### config.mk
export PLATFORM = sky130hd
export DESIGN_NAME = mips_core
export DESIGN_NICKNAME = d
export VERILOG_FILES = /design/src/rtl/mips_core.sv
export SDC_FILE = /design/constraint.sdc
export NUM_CORES = 2
export LEC_CHECK = 0
export BUFFER_PORTS_ARGS = -buffer_cell sky130_fd_sc_hd__buf_2
export CORE_MARGIN = 2
export CORE_UTILIZATION = 29
export DETAILED_ROUTE_END_ITERATION = 8
export PLACE_DENSITY = 0.52
export SLEW_MARGIN = 20
export SYNTH_ARGS = -nofsm -noshare
export SYNTH_HDL_FRONTEND = slang
export SYNTH_SLANG_ARGS = --single-unit
export TNS_END_PERCENT = 20
### constraint.sdc
create_clock -name clk -period 33.2 [get_ports clk]
set_clock_uncertainty 0.15 [all_clocks]
set_input_delay 6.64 -clock clk [delete_from_list [all_inputs] [get_ports clk]]
set_output_delay 6.64 -clock clk [all_outputs]
set_load 0.02 [all_outputs]
### src/rtl/mips_core.sv
// mips_core: single-cycle MIPS-I subset processor (ALU, branch/jump, byte/half/word load-store).
// Latency: one instruction per clk; GRF/PC commit at the rising edge after combinational decode.
// Backpressure: none; external instruction/data memories answer combinationally every cycle.
// Ports: clk/reset (sync, active-low), interrupt; i_inst_* fetch port; m_data_* data port with
//        per-byte enables; macroscopic_pc and m_/w_inst_addr trace PCs; w_grf_* register-write trace.
// Optional: define INT_EN to add EPC/EXL, interrupt entry at EXC_ENTRY and eret.
module mips_core #(
    parameter logic [31:0] RESET_PC  = 32'h0000_3000,
    parameter logic [31:0] EXC_ENTRY = 32'h0000_4180
) (
    input  logic        clk,
    input  logic        reset,
    input  logic        interrupt,
    output logic [31:0] macroscopic_pc,
    output logic [31:0] i_inst_addr,
    input  logic [31:0] i_inst_rdata,
    output logic [31:0] m_data_addr,
    input  logic [31:0] m_data_rdata,
    output logic [31:0] m_data_wdata,
    output logic [3:0]  m_data_byteen,
    output logic [31:0] m_inst_addr,
    output logic        w_grf_we,
    output logic [4:0]  w_grf_addr,
    output logic [31:0] w_grf_wdata,
    output logic [31:0] w_inst_addr
);
    localparam logic [5:0] OP_RTYPE = 6'h00, OP_J    = 6'h02, OP_JAL  = 6'h03;
    localparam logic [5:0] OP_BEQ   = 6'h04, OP_BNE  = 6'h05, OP_ADDIU = 6'h09;
    localparam logic [5:0] OP_ANDI  = 6'h0c, OP_ORI  = 6'h0d, OP_LUI  = 6'h0f;
    localparam logic [5:0] OP_LB    = 6'h20, OP_LH   = 6'h21, OP_LW   = 6'h23;
    localparam logic [5:0] OP_LBU   = 6'h24, OP_LHU  = 6'h25, OP_SB   = 6'h28;
    localparam logic [5:0] OP_SH    = 6'h29, OP_SW   = 6'h2b;
    localparam logic [5:0] F_SLL    = 6'h00, F_JR    = 6'h08, F_ADDU  = 6'h21;
    localparam logic [5:0] F_SUBU   = 6'h23, F_AND   = 6'h24, F_OR    = 6'h25;
    localparam logic [5:0] F_SLT    = 6'h2a, F_SLTU  = 6'h2b;

    logic [31:0] pc_q, pc_d, pc_next;
    logic [31:0] grf_q [32];

    logic [5:0]  op, funct;
    logic [4:0]  rs, rt, rd, shamt;
    logic [15:0] imm;
    logic [31:0] rs_val, rt_val, imm_sext, imm_zext, pc_plus4, ea;
    logic [31:0] br_target, j_target;
    logic [15:0] ld_half;
    logic [7:0]  ld_byte;

    logic        wr_en;
    logic [4:0]  wr_addr;
    logic [31:0] wr_data, st_data;
    logic [3:0]  st_be;
    logic        int_take, squash;

    assign op       = i_inst_rdata[31:26];
    assign rs       = i_inst_rdata[25:21];
    assign rt       = i_inst_rdata[20:16];
    assign rd       = i_inst_rdata[15:11];
    assign shamt    = i_inst_rdata[10:6];
    assign funct    = i_inst_rdata[5:0];
    assign imm      = i_inst_rdata[15:0];

    // $0 is gated on read so it reads zero regardless of array contents.
    assign rs_val    = (rs == 5'd0) ? 32'd0 : grf_q[rs];
    assign rt_val    = (rt == 5'd0) ? 32'd0 : grf_q[rt];
    assign imm_sext  = {{16{imm[15]}}, imm};
    assign imm_zext  = {16'd0, imm};
    assign pc_plus4  = pc_q + 32'd4;
    assign ea        = rs_val + imm_sext;
    assign br_target = pc_plus4 + {imm_sext[29:0], 2'b00};
    assign j_target  = {pc_plus4[31:28], i_inst_rdata[25:0], 2'b00};

    // Lane extraction from the word-aligned read data.
    assign ld_half = ea[1] ? m_data_rdata[31:16] : m_data_rdata[15:0];
    always_comb begin
        case (ea[1:0])
            2'd0:    ld_byte = m_data_rdata[7:0];
            2'd1:    ld_byte = m_data_rdata[15:8];
            2'd2:    ld_byte = m_data_rdata[23:16];
            default: ld_byte = m_data_rdata[31:24];
        endcase
    end

    always_comb begin
        wr_en   = 1'b0;
        wr_addr = rt;
        wr_data = 32'd0;
        st_be   = 4'b0000;
        st_data = rt_val;
        pc_d    = pc_plus4;
        case (op)
            OP_RTYPE: begin
                wr_addr = rd;
                case (funct)
                    F_ADDU: begin wr_en = 1'b1; wr_data = rs_val + rt_val; end
                    F_SUBU: begin wr_en = 1'b1; wr_data = rs_val - rt_val; end
                    F_AND:  begin wr_en = 1'b1; wr_data = rs_val & rt_val; end
                    F_OR:   begin wr_en = 1'b1; wr_data = rs_val | rt_val; end
                    F_SLT:  begin wr_en = 1'b1; wr_data = {31'd0, $signed(rs_val) < $signed(rt_val)}; end
                    F_SLTU: begin wr_en = 1'b1; wr_data = {31'd0, rs_val < rt_val}; end
                    F_SLL:  begin wr_en = 1'b1; wr_data = rt_val << shamt; end
                    F_JR:   pc_d = rs_val;
                    default: ;
                endcase
            end
            OP_ADDIU: begin wr_en = 1'b1; wr_data = rs_val + imm_sext; end
            OP_ANDI:  begin wr_en = 1'b1; wr_data = rs_val & imm_zext; end
            OP_ORI:   begin wr_en = 1'b1; wr_data = rs_val | imm_zext; end
            OP_LUI:   begin wr_en = 1'b1; wr_data = {imm, 16'd0}; end
            OP_BEQ:   if (rs_val == rt_val) pc_d = br_target;
            OP_BNE:   if (rs_val != rt_val) pc_d = br_target;
            OP_J:     pc_d = j_target;
            OP_JAL:   begin pc_d = j_target; wr_en = 1'b1; wr_addr = 5'd31; wr_data = pc_plus4; end
            OP_LW:    begin wr_en = 1'b1; wr_data = m_data_rdata; end
            OP_LH:    begin wr_en = 1'b1; wr_data = {{16{ld_half[15]}}, ld_half}; end
            OP_LHU:   begin wr_en = 1'b1; wr_data = {16'd0, ld_half}; end
            OP_LB:    begin wr_en = 1'b1; wr_data = {{24{ld_byte[7]}}, ld_byte}; end
            OP_LBU:   begin wr_en = 1'b1; wr_data = {24'd0, ld_byte}; end
            OP_SW:    st_be = 4'b1111;
            OP_SH:    begin st_be = ea[1] ? 4'b1100 : 4'b0011; st_data = {2{rt_val[15:0]}}; end
            OP_SB:    begin st_be = 4'b0001 << ea[1:0]; st_data = {4{rt_val[7:0]}}; end
            default: ;
        endcase
    end

`ifdef INT_EN
    localparam logic [31:0] ERET = 32'h4200_0018;
    logic [31:0] epc_q;
    logic        exl_q;
    logic        is_eret;

    assign is_eret  = (i_inst_rdata == ERET);
    assign int_take = interrupt & ~exl_q;

    always_comb begin
        pc_next = pc_d;
        if (int_take)     pc_next = EXC_ENTRY;
        else if (is_eret) pc_next = epc_q;
    end

    always_ff @(posedge clk) begin
        if (!reset) begin
            epc_q <= 32'd0;
            exl_q <= 1'b0;
        end else if (int_take) begin
            epc_q <= pc_q;
            exl_q <= 1'b1;
        end else if (is_eret) begin
            exl_q <= 1'b0;
        end
    end
`else
    logic unused_irq;
    assign unused_irq = interrupt;
    assign int_take   = 1'b0;
    assign pc_next    = int_take ? EXC_ENTRY : pc_d;
`endif

    // A squashed instruction (reset or interrupt entry) must not touch memory or the GRF.
    assign squash        = int_take | ~reset;
    assign w_grf_we      = wr_en & (wr_addr != 5'd0) & ~squash;
    assign w_grf_addr    = wr_addr;
    assign w_grf_wdata   = wr_data;
    assign m_data_byteen = squash ? 4'b0000 : st_be;
    assign m_data_wdata  = st_data;
    assign m_data_addr   = ea;

    assign macroscopic_pc = pc_q;
    assign i_inst_addr    = pc_q;
    assign m_inst_addr    = pc_q;
    assign w_inst_addr    = pc_q;

    always_ff @(posedge clk) begin
        if (!reset) begin
            pc_q <= RESET_PC;
            for (int i = 0; i < 32; i++) grf_q[i] <= 32'd0;
        end else begin
            pc_q <= pc_next;
            if (w_grf_we) grf_q[w_grf_addr] <= w_grf_wdata;
        end
    end
endmodule

# Word level (Yosys, flattened, before mapping)
# Memories as Yosys holds them, arrays and structs flattened.
# Cells that the tools add are included.
[classes]
addsub = 5
order_cmp = 2
eq_ne = 27
shift = 2
n_mux = 24
n_bitwise = 6
n_reduce_logical = 10
[op_table]
columns = ["operator", "count"]
rows = [
  ["$pmux 32 s11", 1],
  ["$pmux 32 s7", 1],
  ["$mux 32", 6],
  ["$pmux 32 s4", 1],
  ["$add 32x32->32", 3],
  ["$eq 6x6->1 const B", 14],
  ["$lt 32x32->1", 2],
  ["$pmux 32 s2", 1],
  ["$add 32x3->32 const B", 1],
  ["$and 32x16->32", 1],
  ["$and 32x32->32", 1],
  ["$eq 32x32->1", 1],
  ["$ne 32x32->1", 1],
  ["$or 32x16->32", 1],
  ["$or 32x32->32", 1],
  ["$reduce_or 32->1", 1],
  ["$shl 32x5->32", 1],
  ["$sub 32x32->32", 1],
  ["$eq 6x4->1 const B", 5],
  ["$pmux 8 s3", 1],
  ["$mux 16", 1],
  ["$eq 6x2->1 const B", 2],
  ["$eq 6x3->1 const B", 2],
  ["$logic_not 6->1", 2],
  ["other kinds (16)", 24],
]
[word_totals]
regBits = 32
ram_bits = 1024
in_bits = 67
elab_cells = 78
n_memories = 1
[mem_list]
columns = ["memory", "depth", "word_bits", "read_ports", "rd_ports_with_merged_regs", "wr", "line_no", "rtl"]
rows = [
  ["grf_q", 32, 32, 2, 0, 32, "38", "logic [31:0] grf_q [32];"],
]

# Depth between registers and ports, before layout
[depth]
depth_word = 11
mapped_depth = 31
ltp_nobuf = 20

# Worst setup path before layout
# OpenSTA, ideal clock, no wires.
[synth_path]
kind = "input-to-output"
start = "input port i_inst_rdata[21]"
end = "output port w_grf_wdata[29]"
t_arrival_ns = 13.534
required_time_ns = 26.410
setup_slack_ns = 12.876
cell_stages = 30
path_buffers = 11
cell_sequence = "buf_6 > buf_6 > buf_6 > buf_6 > buf_6 > buf_2 > buf_2 > buf_2 > buf_2 > buf_2 > mux4_2 > mux4_2 > nand2_1 > nand2_1 > nand2_1 > inv_1 > ha_1 > nor2b_1 > o31a_1 > o41a_1 > a211oi_1 > o41a_1 > o21ai_0 > a2111oi_0 > nor2_1 > xnor2_1 > o211ai_1 > a221oi_4 > buf_4 > nand2_1"
[synth_via]
elab_chain_cells = 6
word_cells_on_any_way = 17
classes_between = "add/sub: 3; eq/ne: 2; mux: 5; bitwise: 4; reduce/logical: 2; memory: 1"
[synth_lines]
columns = ["item", "line_no", "rtl"]
rows = [
  ["start, declared", "16", "input logic [31:0] i_inst_rdata,"],
  ["$mem_v2 32x32 / $logic_not 5->1 (equally long branches)", "n/a", ""],
  ["$mux 32 (*)", "63", "assign rs_val = (rs == 5'd0) ? 32'd0 : grf_q[rs];"],
  ["$add 32x32->32", "68, 105", ""],
  ["$eq 2x2->1, or another cell as far along", "75", "case (ea[1:0])"],
  ["$pmux 8 s3", "75", ""],
  ["$pmux 32 s11 (*)", "90", "case (op)"],
  ["end, declared", "24", "output logic [31:0] w_grf_wdata,"],
]
# Mark *: on every way between the ends. The rest lies on a longest branch, timed or not.

# Final worst setup path
[layout_path]
start = "input port i_inst_rdata[16]"
end = "output port w_grf_wdata[0]"
[layout_via]
elab_chain_cells = 5
word_cells_on_any_way = 12
classes_between = "add/sub: 2; order compare: 2; shift: 1; mux: 3; bitwise: 2; reduce/logical: 1; memory: 1"
[layout_lines]
columns = ["item", "line_no", "rtl"]
rows = [
  ["$mem_v2 32x32 / $logic_not 5->1 (equally long branches)", "n/a", ""],
  ["$mux 32 (*)", "64", "assign rt_val = (rt == 5'd0) ? 32'd0 : grf_q[rt];"],
  ["$sub 32x32->32, or another cell as far along", "95", "F_SUBU: begin wr_en = 1'b1; wr_data = rs_val - rt_val; end"],
  ["$pmux 32 s7 (*)", "93", "case (funct)"],
  ["$pmux 32 s11 (*)", "90", ""],
]
# Marks and branches as above.

==> flow_summary.ini <==
[status]
status = finished clean

[power_and_ir_drop]
cellPowerDensity_mw_per_mm2 = 48.2
sequentialPowerShare_pct = 41.8
pwr-share-comb_pct = 23.3
power.share.clock_pct = 34.9
power_report.internal_total_mw = 2.49
switching_power_mw = 1.18
p_leak_nw = 27.0
irDropWorstVdd_uv = 44.4
power.total_mw = 3.67
sw_frac_of_total_pct = 32.2

[clock_tree]
post_cts.repair.setup_buffers = 0
clock_tree.root_cell = sky130_fd_sc_hd__clkbuf_16
cts_sinks = 1056
clock_path_buffers = 3
clk_transition_reported_paths_ns = 0.06
cts_max_level = 3
cts_hold_buf = 0
insertion_delay_ns = 0.82
cts_made_buffers = 116
cts_tree = yes
postCtsResizedCells = 0

[synthesis]
synth.distinct_cells = 115
leading_register_cell_type_out_of_synthesis = sky130_fd_sc_hd__edfxtp_1
post_synth.cell_area_avg_um2 = 11.7
synth_sequential_area_ratio_pct = 46.2
synth_simple_gate_area_share_pct = 12.1
share_of_the_synthesized_netlist_area_taken_by_xor_and_xnor_gates_pct = 1.64
syn-instance-count = 5811
post_synth_adder_cell_area_pct = 2.92
synth_seq_cells = 1056
combinational_family_with_the_most_area_after_synthesis = multiplexers
synthMuxAreaShare_pct = 20.6
syn_area_mm2 = 0.0680
synth_edf_count = 1024
ys_async_sr_fraction_pct = 0
synth_warnings = 0
compound_cell_area_share_of_the_yosys_netlist_pct = 10.7

[sta]
setup_violations = 0
finalHoldViolCount = 0
relSlewSlack_pct = 15.1
layout_worst_path_cycle_share_pct = 68.1
final.min_clock_period_ns = 22.62
post-route-worst-setup-slack_ns = 10.58
worst_hold_slack_ns = 0.522
grt_setup_unrepaired = no
fmaxAchievable_mhz = 44.2
worst_pin_slew_ns = 1.26
tns_ns = 0
final_max_slew_viol_count = 0

[worst_hold_path]
worstHoldStart = i_inst_addr[0]
whs_endpoint = i_inst_addr[0]
worstHoldPathCells = 2
hold_path_class = reg -> reg

[grt]
grt_antenna_before_repair = 8
grt_start_max_net_pins = 101
first_global_vias = 52000
grtUsageTotal_pct = 24.6
globalRouteOverflowTotal = 0
grt_first_pass_wirelength_mm = 415

[setup_path]
worstSetupEndpointType = output port
worstReg2RegStart = grf_q[27][1]
cp_data_arrival_time_ns = 15.83
ff2ff_setup_slack_ns = 25.07
timing.setup.critical_path_class = in -> out
timing.critical_path.required_ns = 26.41
critPathMaxFanout = 45
worstSetupStartpointType = input pin
reg2reg_to = grf_q[3][0]
worst-r2r-cell-count = 19

[die]
initial_core_utilization_pct = 29.2
die_width_um = 488
die_h_um = 488
design.die.area_mm2 = 0.238
ios = 301
core-area_mm2 = 0.233
placementRows = 177

[cells_and_area]
register_area_mm2 = 0.0314
n_fill_cell = 23200
synthToLayoutAreaGrowth_pct = 11.9
multi_input_area_mm2 = 0.0333
finalCoreUtilization_pct = 32.7
fin_nets = 6095
proportion_of_layout_cells_with_a_drive_suffix_above_1_pct = 24.3

[detailed_routing]
avgRoutedWirePerCell_um = 33.0
detailedRoute.firstIterationViolations = 6971
vias_per_cell = 5.89
drt_pass1_iterations = 7
via_count = 53600
detailed_route_wl_mm = 300
drtAntennaViolNets = 0
post-route-drc-count = 0

[place]
routability_cong = 0.978
dpl.hpwl_mm = 203
preCtsSetupSlack_ns = 10.73
placement.io_buffers = 299

[job]
max-cap-violations = 0
## per-layer routing
layer,share of wire (%),up-vias,wire length [um],global-route usage [%]
li1,-,22100,-,-
met1,39,27700,117000,32.3
met2,46,3253,139000,39.5
met3,9.9,609,29600,4.61
met4,5.1,12,15200,11.0
met5,0.044,-,132,0
## area by class of cell
type / count / area share (%)
sequential: 1056 / 41.3
timing repair buffer: 514 / 4.19
tap: 3132 / 5.15
inverter: 186 / 0.917
antenna: 4 / 0.0132
clock buffer: 151 / 3.99
multi-input combinational: 3997 / 43.7
clock inverter: 62 / 0.789
## worst max-delay path, stage by stage
cell and delay (ns):
sky130_fd_sc_hd__buf_8 0.39, sky130_fd_sc_hd__buf_4 0.79, sky130_fd_sc_hd__buf_4 0.79, sky130_fd_sc_hd__mux2i_1 0.27
sky130_fd_sc_hd__o221ai_1 0.12, sky130_fd_sc_hd__a221o_1 0.42, sky130_fd_sc_hd__o21ai_1 0.14, sky130_fd_sc_hd__buf_4 0.23
sky130_fd_sc_hd__nor2_1 0.29, sky130_fd_sc_hd__ha_1 0.37, sky130_fd_sc_hd__fa_1 0.43, sky130_fd_sc_hd__o21bai_1 0.19
sky130_fd_sc_hd__a21oi_1 0.14, sky130_fd_sc_hd__o311ai_0 0.80, sky130_fd_sc_hd__a21oi_1 0.22, sky130_fd_sc_hd__o31ai_1 0.35
sky130_fd_sc_hd__and3_1 0.24, sky130_fd_sc_hd__a211o_2 0.20, sky130_fd_sc_hd__a31oi_2 0.22, sky130_fd_sc_hd__o41ai_2 0.94
sky130_fd_sc_hd__o2111ai_1 0.40, sky130_fd_sc_hd__a221oi_4 0.30, sky130_fd_sc_hd__buf_4 0.45, sky130_fd_sc_hd__inv_1 0.08
sky130_fd_sc_hd__buf_2 0.17
## cell usage after synthesis, types with 90 or more instances
master / number / area, um^2
sky130_fd_sc_hd__inv_1: 173 / 649
sky130_fd_sc_hd__nor2_1: 1114 / 4180
sky130_fd_sc_hd__ha_1: 154 / 1930
sky130_fd_sc_hd__xnor2_1: 90 / 788
sky130_fd_sc_hd__mux2i_1: 174 / 1740
sky130_fd_sc_hd__edfxtp_1: 1024 / 30700
sky130_fd_sc_hd__nand3_1: 103 / 515
sky130_fd_sc_hd__o21ai_0: 139 / 696
sky130_fd_sc_hd__clkbuf_1: 288 / 1080
sky130_fd_sc_hd__a21oi_1: 228 / 1140
sky130_fd_sc_hd__buf_4: 151 / 1130
sky130_fd_sc_hd__mux4_2: 486 / 10900
sky130_fd_sc_hd__buf_2: 91 / 455
sky130_fd_sc_hd__nand2_1: 377 / 1420
## cell families after synthesis
logic type,after synthesis
and+or+nand+nor,1920
DFF,1056
AOI/OAI and AO/OA,1009
buffers and inverters,789
muxes,752
adders and majority gates,157
xor gates and xnor gates,127
other,1
## stage by stage
step,std cells,cell area [um^2]
after floorplan,5842,68100
after global placement,8885,72400
after detailed placement,8885,72400
after CTS,9098,76100
after global routing,9100,76100
final,9102,76100
## flip-flops by register name, indices dropped and copies added (netlist names)
register     cells
i_inst_addr     32
grf_q         1024
## power by group through the flow
stage / Sequential (mW) / Clock [mW] / Combinational (mW)
2_1_floorplan: 1.55 / 0 / 0.526
3_3_place_gp: 1.56 / 0 / 0.835
3_5_place_dp: 1.56 / 0 / 0.833
4_1_cts: 1.53 / 1.29 / 0.835
5_1_grt: 1.54 / 1.34 / 0.890
6_report: 1.53 / 1.28 / 0.854
## how the worst max path moves through the flow
stage / depth (start not counted) / slack [ns] / to / startpoint
CTS: 25 / 10.73 / w_grf_wdata[0] / i_inst_rdata[16]
finish: 25 / 10.58 / w_grf_wdata[0] / i_inst_rdata[16]
global route: 25 / 10.30 / w_grf_wdata[0] / i_inst_rdata[16]
global placement: 23 / 10.75 / w_grf_wdata[28] / i_inst_rdata[16]
floorplan: 30 / 12.88 / w_grf_wdata[29] / i_inst_rdata[21]
detailed placement: 25 / 10.73 / w_grf_wdata[0] / i_inst_rdata[16]
## cell usage in the layout (no fill, tap or decap), types with 25 or more instances in the layout
master	n
sky130_fd_sc_hd__nand2_2	62
sky130_fd_sc_hd__edfxtp_1	1024
sky130_fd_sc_hd__conb_1	32
sky130_fd_sc_hd__inv_1	173
sky130_fd_sc_hd__o21ai_0	139
sky130_fd_sc_hd__o221ai_1	74
sky130_fd_sc_hd__clkinv_1	27
sky130_fd_sc_hd__buf_2	291
sky130_fd_sc_hd__a21o_1	39
sky130_fd_sc_hd__xor2_1	37
sky130_fd_sc_hd__o211ai_1	42
sky130_fd_sc_hd__nand2b_1	25
sky130_fd_sc_hd__clkbuf_1	35
sky130_fd_sc_hd__a21oi_1	227
sky130_fd_sc_hd__a221oi_1	75
sky130_fd_sc_hd__nand3_1	102
sky130_fd_sc_hd__mux2_2	65
sky130_fd_sc_hd__clkbuf_16	116
sky130_fd_sc_hd__nor2_2	63
sky130_fd_sc_hd__nand2_1	316
sky130_fd_sc_hd__xnor2_1	90
sky130_fd_sc_hd__buf_4	216
sky130_fd_sc_hd__a22oi_1	36
sky130_fd_sc_hd__mux2i_1	172
sky130_fd_sc_hd__a221o_1	37
sky130_fd_sc_hd__nor3_1	55
sky130_fd_sc_hd__o22ai_1	50
sky130_fd_sc_hd__dfxtp_1	32
sky130_fd_sc_hd__mux4_2	486
sky130_fd_sc_hd__nor2_1	1109
sky130_fd_sc_hd__ha_1	154
Note: power is estimated with default switching activity, not from simulation.
